<file path="src/rtl/audio_pkg.sv">
// Shared types and constants for the ADC frame-capture path.
package audio_pkg;

  localparam int SAMPLE_W      = 8;
  localparam int DEF_FRAME_LEN = 64;
  localparam int ADDR_W        = $clog2(DEF_FRAME_LEN);

  typedef logic [SAMPLE_W-1:0] sample_t;

  typedef enum logic {
    FILL,
    COMMIT
  } cap_state_t;

endpackage

</file>
<file path="src/rtl/eoc_sync.sv">
// Synchronizes the ADC eoc strobe and emits one capture pulse per rising edge.
module eoc_sync #(
  parameter int SYNC_STAGES = 2
) (
  input  logic clk,
  input  logic reset,
  input  logic eoc,
  output logic capture
);

  logic [SYNC_STAGES-1:0] sync;
  logic [SYNC_STAGES-1:0] fill;
  logic                   prev;
  logic                   armed;
  logic                   sync_out;
  logic                   fill_done;

  assign sync_out  = sync[SYNC_STAGES-1];
  assign fill_done = fill[SYNC_STAGES-1];

  // Only arm after a genuine synchronized low, so eoc high across reset is ignored.
  always_ff @(posedge clk or posedge reset) begin
    if (reset) begin
      sync    <= '0;
      fill    <= '0;
      prev    <= 1'b0;
      armed   <= 1'b0;
      capture <= 1'b0;
    end else begin
      sync    <= {sync[SYNC_STAGES-2:0], eoc};
      fill    <= {fill[SYNC_STAGES-2:0], 1'b1};
      prev    <= sync_out;
      armed   <= armed | (fill_done & ~sync_out);
      capture <= armed & sync_out & ~prev;
    end
  end

endmodule

</file>
<file path="src/rtl/audio_frame_capture.sv">
// Packs ADC samples into ping-pong frames with valid/ack hand-off.
// ADC_SIGN_CONVERT_EN stores samples as two's complement (audio ^ 8'h80).
module audio_frame_capture
  import audio_pkg::*;
#(
  parameter int FRAME_LEN   = DEF_FRAME_LEN,
  parameter int SYNC_STAGES = 2,
  localparam int AW         = $clog2(FRAME_LEN)
) (
  input  logic          clk,
  input  logic          reset,
  input  sample_t       audio,
  input  logic          eoc,
  output logic          frame_valid,
  input  logic          frame_ack,
  input  logic [AW-1:0] rd_addr,
  output sample_t       rd_data,
  output logic          overrun,
  output logic [AW-1:0] wr_index
);

  logic          capture;
  cap_state_t    state, state_n;
  logic          bank, bank_n;
  logic          fv_n, ovr_n;
  logic [AW-1:0] idx_n;
  logic [AW:0]   waddr;
  sample_t       wdata;
  sample_t       mem [2*FRAME_LEN];

  eoc_sync #(
    .SYNC_STAGES(SYNC_STAGES)
  ) u_sync (
    .clk    (clk),
    .reset  (reset),
    .eoc    (eoc),
    .capture(capture)
  );

`ifdef ADC_SIGN_CONVERT_EN
  assign wdata = audio ^ 8'h80;
`else
  assign wdata = audio;
`endif

  always_comb begin
    state_n = state;
    bank_n  = bank;
    idx_n   = wr_index;
    fv_n    = frame_valid & ~frame_ack;
    ovr_n   = 1'b0;
    waddr   = {bank, wr_index};
    unique case (state)
      FILL: begin
        if (capture) begin
          idx_n = wr_index + 1'b1;
          if (wr_index == AW'(FRAME_LEN-1))
            state_n = COMMIT;
        end
      end
      COMMIT: begin
        state_n = FILL;
        if (!frame_valid || frame_ack) begin
          bank_n = ~bank;
          fv_n   = 1'b1;
        end else begin
          ovr_n  = 1'b1;
        end
        // A stray capture here lands at slot 0 of the bank being filled next.
        waddr = {bank_n, {AW{1'b0}}};
        idx_n = capture ? AW'(1) : '0;
      end
    endcase
  end

  always_ff @(posedge clk) begin
    if (capture)
      mem[waddr] <= wdata;
  end

  always_ff @(posedge clk or posedge reset) begin
    if (reset) begin
      state       <= FILL;
      bank        <= 1'b0;
      wr_index    <= '0;
      frame_valid <= 1'b0;
      overrun     <= 1'b0;
      rd_data     <= '0;
    end else begin
      state       <= state_n;
      bank        <= bank_n;
      wr_index    <= idx_n;
      frame_valid <= fv_n;
      overrun     <= ovr_n;
      rd_data     <= mem[{~bank, rd_addr}];
    end
  end

endmodule

</file>
<file path="config.mk">
export PLATFORM = sky130hd
export DESIGN_NAME = audio_frame_capture
export DESIGN_NICKNAME = d
export VERILOG_FILES = /design/src/rtl/audio_pkg.sv /design/src/rtl/eoc_sync.sv /design/src/rtl/audio_frame_capture.sv
export SDC_FILE = /design/constraint.sdc
export NUM_CORES = 1
export LEC_CHECK = 0
export ABC_CLOCK_PERIOD_IN_PS = 4200
export BUFFER_PORTS_ARGS = -buffer_cell sky130_fd_sc_hd__buf_2
export CAP_MARGIN = 0
export CORE_MARGIN = 5
export CORE_UTILIZATION = 59
export CTS_CLUSTER_DIAMETER = 60
export DETAILED_ROUTE_END_ITERATION = 8
export GPL_TIMING_DRIVEN = 1
export PLACE_DENSITY = 0.83
export SETUP_SLACK_MARGIN = 0.02
export SLEW_MARGIN = 20
export SYNTH_ARGS = -nofsm -noshare
export SYNTH_HDL_FRONTEND = slang
export SYNTH_HIERARCHICAL = 1
export SYNTH_SLANG_ARGS = --single-unit
</file>
<file path="constraint.sdc">
create_clock -name clk -period 4.2 [get_ports clk]
set_input_delay 0 -clock clk [delete_from_list [all_inputs] [get_ports clk]]
set_output_delay 0 -clock clk [all_outputs]
set_load 0.01 [all_outputs]
</file>
==> key figures, run 1 <==
Pwr
  – Power, Total: 0.02236 W
  – Pwr dens: 492.9 nW/um^2
  – Pleak: 14.17 nW
  – Worst VDD drop: 0.4607 mV

Worst setup path
  – Worst Path Arrival: 3.51 ns
  – Worst Setup SP: state
  – CP max-delay cell: nor2_1
  – Reg-to-reg startpoint: state
  – CP Max Fanout: 15
  – Critical Path Source Type: register
  – Biggest cell delay along the critical path: 1.00 ns
  – CP top delay family: simple AND/OR/NAND/NOR gates
  – CP cell instances: inv_1 -> and3_1 -> nand2_1 -> nor2_1
  – Critical path class: reg2reg
  – WP buf/inv: 1
  – WP data required: 4.46 ns
  – CP endpoint kind: register
  – Register-to-register setup slack: 0.96 ns

CTS
  – Clock buffer depth: 3
  – CTS tree: built
  – Post-CTS repair timing setup buffer count: 0
  – H-tree depth: 3
  – Clock-pin slew on the worst setup and hold paths: 0.06 ns
  – TritonCTS Sinks: 1,049
  – Clk Latency, worst-skew pair: 0.65 ns
  – Root Driver: clkbuf_16
  – CTS Buf Count: 99

Status
  – Status: complete, no violations

Timing
  – FMAX: 0.3085 GHz
  – Final Hold Fails: 0
  – Period minus WS final: 3.241 ns
  – Slew margin rel.: 24.18%
  – Fin. max-slew vios: 0
  – Final setup viols: 0
  – RSZ-0062 raised after global routing: no
  – Fin Setup TNS: 0 ns
  – Worst Skew: 0.02574 ns
  – Tcrit/Tclk final: 77.17%
  – Worst slew pin tran: 1.135 ns

Die
  – Chip Height: 271.4 um
  – Die X: 271.4 um
  – Site Rows: 95
  – I/O pin total: 34
  – Starting Density: 59.72%
  – Die Footprint: 73,660 um^2
  – Area of the core: 67,510 um^2

Min path
  – Hold crit path type: in2reg
  – Hold_sp: audio[0]

Global routing
  – GR Overflow Total: 0
  – Antenna violations before repair: 7
  – Largest net degree at the start of global routing: 97
  – First-pass GRT wire length: 146,700 um
  – Vias in the first global route: 20,251
  – Gr usage total: 27.77%

Layout
  – Syn-to-layout area delta: 12.53%
  – Nets: 1,845
  – Fillcell total: 3,797
  – Layout Utilization: 67.20%
  – Layout cells sized above 1: 32.41%
  – Multi-input logic area: 8529 um^2
  – Reg area: 31,380 um^2

Placement
  – Final GP Congestion: 0.8666
  – IO Port Bufs: 33
  – Post-DP HPWL: 54,220 um

Route
  – Remaining antenna violation count after routing: 0
  – DRC: 0
  – Initial DRC Count: 3,156
  – Total Routed Length: 100,700 um
  – DRT Pass-1 Iters: 7
  – Via density: 7.001
  – Post-DR wirelength/cell: 36.21 um
  – Via count: 19,464

Synthesis
  – Register area share after synthesis: 77.82%
  – Most common flop cell mapped by yosys: edfxtp_1
  – Mapped Area: 40,320 um^2
  – Synthesis-stage register bit count: 1,049
  – Synth warn: 6
  – Post-synth cell types: 33
  – Mapped Nets: 1,708
  – Synth Instances: 1,689
  – Async S/R FF share, synth: 2.383%
  – Syn avg cell area: 23.87 um^2
  – Number of synthesized flops with an enable pin: 1,024

Job
  – Max-cap violations: 0
==> metal layers <==
| layer | part of all wire, % | GRT usage [%] |
|---|---|---|
| met5 | 0.041 | 0 |
| met4 | 4.7 | 10.26 |
| met3 | 11 | 6.367 |
| met2 | 51 | 46.40 |
| met1 | 33 | 36.61 |
==> cell families (layout without fill, tap and decap cells) <==
family	after synthesis	after routing	synth area share, %
buf+inv	96	311	1.052
other cells	1	4	0.009301
fa+ha+maj	1	1	0.03103
xor+xnor	4	4	0.08691
simple gates	186	186	1.878
flops	1049	1049	77.82
mux	345	345	19.02
compound gates	7	7	0.1055
==> per-stage QoR <==
step                worst slack (ns)  std cells  cell area, um^2  hold slack [ns]
floorplan                      1.711       1689            40320          -0.1966
global placement               1.296       2588            41960         -0.06411
detailed placement             1.189       2588            41960         -0.05646
CTS                            1.133       2777            45360          0.03397
global route                  0.8933       2777            45360          0.05184
finish                        0.9588       2780            45370          0.03392
==> registers in the layout, indices dropped and copies added, names as in the netlist <==
| register | count |
|---|---|
| wr_index | 6 |
| u_sync/prev | 1 |
| u_sync/armed | 1 |
| mem | 1024 |
| state | 1 |
| u_sync/sync | 2 |
| bank | 1 |
| u_sync/capture | 1 |
| u_sync/fill | 2 |
| rd_data | 8 |
| frame_valid | 1 |
| overrun | 1 |
==> power by group <==
part	internal [W]	switching [W]	total, W
Sequential	0.0116	0.000131	0.0117
Clock	0.00532	0.00389	0.00921
Combinational	0.000514	0.000903	0.00142
Total	0.0174	0.00492	0.0224
==> cell usage after synthesis, drive strengths merged (3+ instances only) <==
cell type	instances	area, um^2
mux4	336	7567
nor2	139	521.8
edfxtp	1024	30750
o21ai	3	15.01
nand2	21	78.83
nand3	7	35.03
clkbuf	57	214.0
nor2b	4	25.02
xor2	3	26.28
mux2	8	90.09
inv	4	15.01
nor3b	3	22.52
dfrtp	25	625.6
nor3	3	15.01
buf	35	195.2
==> timing repair <==
action / CTS / global route
endpoints found under the setup margin: 0 / 0
hold endpoints to repair: 243 / 0
resized for setup: 0 / 0
hold buffers: 10 / 0
==> cells in the final DEF, fill, tap and decap left out, types with 4 or more instances in the layout <==
cell type      count
dfrtp_1           25
nand2_1           21
buf_4             86
nand3_1            7
mux4_2           336
clkbuf_16        101
mux2_2             8
buf_12             8
edfxtp_1        1024
buf_2             22
clkbuf_1          16
dlygate4sd3_1     10
clkinvlp_4         7
nor2b_1            4
bufinv_16         14
clkinv_2          21
nor2_1           139
inv_1              4
clkinv_1          11
==> path summary, 6_finish.rpt <==
| path | to | depth (start not counted) |
|---|---|---|
| worst max-delay path | mem[70][4] | 4 |
| worst min-delay path | mem[69][0] | 1 |
| worst max register to register | mem[70][4] | 4 |
| worst min register to register | u_sync/sync[1] | 0 |
| max in group asynchronous | state | 3 |
| min in group asynchronous | wr_index[5] | 3 |
==> area by class of cell <==
| class | instances | share of cell area [%] |
|---|---|---|
| Timing Repair Buffer | 128 | 2.306 |
| Clock buffer | 120 | 5.794 |
| Multi-Input combinational cell | 544 | 18.80 |
| Clock inverter | 59 | 1.486 |
| Sequential cell | 1049 | 69.16 |
| Inverter | 4 | 0.03309 |
| Antenna cell | 3 | 0.01655 |
| Tap cell | 873 | 2.408 |
Note: power is estimated with default switching activity, not from simulation.
==> run 2: changes to the inputs <==
ABC_CLOCK_PERIOD_IN_PS = 3200   (was 4200)
clock period = 3.2 ns   (was 4.2 ns; I/O delays follow)
==> key figures, run 2 (same netlist as run 1, synthesis figures left out) <==
Status
  – Status: complete, no violations

Route
  – Initial DRC Count: 3,188
  – Via count: 19,881
  – Total Routed Length: 102,700 um
  – DRC: 0
  – Post-DR wirelength/cell: 36.24 um
  – DRT Pass-1 Iters: 6
  – Remaining antenna violation count after routing: 0
  – Via density: 7.018

Global routing
  – Largest net degree at the start of global routing: 115
  – First-pass GRT wire length: 148,400 um
  – GR Overflow Total: 0
  – Gr usage total: 28.28%
  – Antenna violations before repair: 1
  – Vias in the first global route: 20,532

Pwr
  – Pwr dens: 629.0 nW/um^2
  – Pleak: 14.40 nW
  – Worst VDD drop: 0.7262 mV

Die
  – I/O pin total: 34
  – Die X: 271.4 um
  – Area of the core: 67,510 um^2
  – Chip Height: 271.4 um
  – Site Rows: 95
  – Die Footprint: 73,660 um^2
  – Starting Density: 59.72%

Worst setup path
  – CP endpoint kind: register
  – Critical path class: reg2reg
  – CP Max Fanout: 15
  – Register-to-register setup slack: 0.14 ns
  – Worst Path Arrival: 3.33 ns
  – Critical Path Source Type: register
  – WP data required: 3.47 ns

Timing
  – Worst Skew: 0.02995 ns
  – Fin Setup TNS: 0 ns
  – Final setup viols: 0
  – Period minus WS final: 3.056 ns
  – Worst slew pin tran: 1.153 ns
  – Final Hold Fails: 0
  – RSZ-0062 raised after global routing: no
  – FMAX: 0.3272 GHz
  – Slew margin rel.: 23.14%
  – Fin. max-slew vios: 0
  – Tcrit/Tclk final: 95.51%

CTS
  – Root Driver: clkbuf_16
  – Clock-pin slew on the worst setup and hold paths: 0.06 ns
  – H-tree depth: 3
  – Clock buffer depth: 3
  – TritonCTS Sinks: 1,049
  – Post-CTS repair timing setup buffer count: 0
  – CTS tree: built
  – Clk Latency, worst-skew pair: 0.67 ns
  – # hold bufs at CTS: 8
  – CTS Buf Count: 97
  – CTS-repair resized insts: 0

Layout
  – Biggest regs: mem x1024, rd_data x8, wr_index x6
  – Nets: 1,896
  – Antenna Cells: 0
  – Layout Utilization: 67.67%
  – Top register by number of flip-flops: mem
  – Layout Cells excl Fill: 2,833
  – Commonest non-fill, non-tap cell in the layout: edfxtp_1
  – Commonest cells after routing, fill and taps aside: 1,024 x edfxtp_1, 336 x mux4_2, 139 x nor2_1, 128 x buf_4, 99 x clkbuf_16
  – Layout cells sized above 1: 33.78%
  – Syn-to-layout area delta: 13.32%
  – Flip-flop count of the largest register after layout: 1,024

Placement
  – Final GP Congestion: 0.8903
  – IO Port Bufs: 33
  – Post-DP HPWL: 57,050 um
  – Placed insts: 2,640

Job
  – Max-cap violations: 0

Min path
  – Hold crit path type: in2reg
[run 2: worst paths after layout]
kind                                 from              to  depth (start not counted)
setup reg to reg                    state      mem[68][5]                          4
setup / recovery                    state      mem[68][5]                          4
hold / removal                   audio[4]       mem[7][4]                          1
hold reg to reg            u_sync/sync[0]  u_sync/sync[1]                          0
max in group asynchronous           reset      rd_data[2]                          3
min in group asynchronous           reset         overrun                          3
[run 2: layer usage]
metal,global-route usage [%],vias to the layer above,routed length (um)
met5,0,-,20
met4,12.53,2,5943
met3,5.599,335,11100
met2,47.43,1656,52320
met1,36.72,10333,33280
li1,-,7555,-
[run 2: area by class of cell]
| cell class | instances | area [um^2] |
|---|---|---|
| clock buffer | 138 | 2724 |
| clock inverter | 44 | 411.6 |
| fill | 3745 | 21830 |
| inverter | 4 | 15.01 |
| multi-input combinational | 544 | 8524 |
| sequential | 1049 | 31380 |
| tap | 873 | 1092 |
| timing repair buffer | 181 | 1545 |
[run 2: critical path: stages (launching register included)]
cell	delay, ns
dfrtp_1	0.74
inv_1	0.30
nor3b_1	0.43
o21ai_1	0.36
nor2_1	0.81
[run 2: per-stage QoR]
step | hold WS [ns] | setup WS, ns | cell area, um^2 | power, W
finish | 0.06599 | 0.1437 | 45690 | 0.02874
global placement | -0.07277 | 0.3869 | 42430 | 0.01740
global route | 0.06136 | 0.06905 | 45690 | 0.02952
detailed placement | -0.06145 | 0.3935 | 42430 | 0.01749
floorplan | -0.1966 | 0.7111 | 40320 | 0.01658
CTS | 0.02776 | 0.2940 | 45650 | 0.02875
[run 2: power by group]
group / internal [W] / switching (W)
Sequential: 0.0152 / 0.000168
Clock: 0.00638 / 0.00504
Combinational: 0.000718 / 0.00121
Total: 0.0223 / 0.00642
==> run 3: changes to the inputs <==
CORE_UTILIZATION = 44   (was 59)
PLACE_DENSITY = 0.67   (was 0.83)
RECOVER_POWER = 50   (was not set)
==> key figures, run 3 (same netlist as run 1, synthesis figures left out) <==
Status
  – Status: finished, violations left
  – Failing checks: hold timing, capacitance limit, slew limit

Worst setup path
  – Critical path class: reg2reg
  – Worst Path Arrival: 3.14 ns
  – Capturing point of the worst reg2reg path: mem[47][2]
  – Reg-to-reg startpoint: u_sync/capture
  – Register-to-register setup slack: 0.35 ns
  – CP endpoint kind: register
  – Critical Path Source Type: register
  – CP Max Fanout: 9
  – Reg2Reg Depth: 5
  – WP data required: 3.50 ns

CTS
  – CTS Buf Count: 104
  – TritonCTS Sinks: 1,049
  – Root Driver: clkbuf_16
  – Clk Latency, worst-skew pair: 0.68 ns
  – H-tree depth: 3
  – Clock buffer depth: 3
  – CTS-repair resized insts: 0
  – Clock-pin slew on the worst setup and hold paths: 0.06 ns
  – CTS tree: built

Route
  – DRT Pass-1 Iters: 5
  – Via density: 5.765
  – Total Routed Length: 90,680 um
  – Via count: 18,458
  – Post-DR wirelength/cell: 28.32 um
  – DRC: 0
  – Remaining antenna violation count after routing: 0
  – Initial DRC Count: 2,041

Pwr
  – Worst VDD drop: 0.5904 mV
  – Pleak: 14.73 nW
  – Pwr dens: 630.5 nW/um^2
  – Comb power frac: 6.4%
  – Sw frac: 21.62%
  – Clk pwr share: 41.5%
  – Int Pwr: 0.02312 W
  – Part of the power in registers: 52.2%
  – Psw: 0.006376 W

Layout
  – Nets: 1,946
  – Top register by number of flip-flops: mem
  – Flip-flop count of the largest register after layout: 1,024
  – Layout Utilization: 51.26%
  – Layout cells sized above 1: 34.26%
  – Design area: 46,770 um^2
  – Biggest regs: mem x1024, rd_data x8, wr_index x6
  – Reg area: 31,380 um^2
  – Syn-to-layout area delta: 16.01%
  – Commonest cells after routing, fill and taps aside: 1,024 x edfxtp_1, 336 x mux4_2, 145 x buf_4, 139 x nor2_1, 105 x clkbuf_16
  – Multi-input logic area: 8522 um^2
  – Commonest non-fill, non-tap cell in the layout: edfxtp_1
  – Fillcell total: 6,890

Placement
  – Final GP Congestion: 0.7981
  – Setup slack after placement: 0.4096 ns
  – IO Port Bufs: 33
  – Post-DP HPWL: 57,680 um
  – Area after DPL: 43,240 um^2

Global routing
  – GR Overflow Total: 0
  – Gr usage total: 18.64%
  – First-pass GRT wire length: 134,100 um
  – Vias in the first global route: 19,192
  – Antenna violations before repair: 4
  – Largest net degree at the start of global routing: 110

Timing
  – Slew margin rel.: -87.69%
  – Tcrit/Tclk final: 89.01%
  – Worst Skew: 0.05031 ns
  – RSZ-0062 raised after global routing: no
  – Post-route worst setup slack: 0.3517 ns
  – Worst slew pin tran: 2.815 ns
  – FMAX: 0.3511 GHz
  – Final Hold Fails: 9
  – Period minus WS final: 2.848 ns
  – Worst hold slack: -0.007168 ns
  – Fin Setup TNS: 0 ns
  – Fin. max-slew vios: 491
  – Final setup viols: 0

Die
  – Die Footprint: 97,780 um^2
  – Site Rows: 111
  – Starting Density: 44.19%
  – Die X: 312.7 um
  – I/O pin total: 34
  – Area of the core: 91,250 um^2
  – Chip Height: 312.7 um

Job
  – Max-cap violations: 7

Min path
  – Hold crit path type: in2async
-- run 3: layout make-up --
cell class,instances,share of cell area (%)
Inverter,4,0.03210
Tap cell,1186,3.173
Sequential cell,1049,67.08
Clock inverter,68,1.608
Multi-Input combinational cell,544,18.22
Clock buffer,125,5.821
Antenna cell,2,0.01070
Timing Repair Buffer,224,4.055
-- run 3: worst max-delay path by stage --
stage,start,endpoint,slack [ns]
3_3_place_gp,rd_addr[0],rd_data[3],0.42
6_report,u_sync/capture,mem[47][2],0.35
3_5_place_dp,rd_addr[0],rd_data[3],0.41
5_1_grt,audio[6],mem[75][6],0.12
2_1_floorplan,rd_addr[0],rd_data[0],0.71
4_1_cts,u_sync/capture,mem[43][2],0.38
-- run 3: routing by layer --
metal / global-route usage, % / vias up / part of all wire (%)
li1: - / 7665 / -
met5: 0 / - / 0
met3: 3.888 / 130 / 7.5
met1: 26.10 / 9902 / 40
met2: 30.11 / 761 / 50
met4: 5.553 / 0 / 3.0
-- run 3: power by group through the flow --
stage | clock (W) | sequential [W] | combinational (W)
global placement | 0 | 0.0156 | 0.00186
finish | 0.0122 | 0.0154 | 0.00188
global route | 0.0131 | 0.0154 | 0.00199
detailed placement | 0 | 0.0157 | 0.00190
CTS | 0.0124 | 0.0154 | 0.00192
floorplan | 0 | 0.0156 | 0.000989
-- run 3: stage by stage --
step,hold slack (ns),total power [W],instances
after floorplan,-0.1966,0.01658,1689
after global placement,-0.06629,0.01751,2994
after detailed placement,-0.05233,0.01756,2994
after CTS,0.03107,0.02971,3199
after global routing,0.001873,0.03044,3200
final,-0.007168,0.02949,3202
-- run 3: timing repair --
action                                 in CTS  in global routing
setup endpoints to repair                   0                  0
hold buffers                               12                  1
buffers inserted                            0                  0
endpoints found under the hold margin     376                106
-- run 3: worst max-delay path: stages (launching register included) --
cell     delay (ns)
dfrtp_1        0.54
nand3_1        0.20
nor2_1         0.13
nand2_1        0.50
buf_4          0.44
nor2_1         0.63
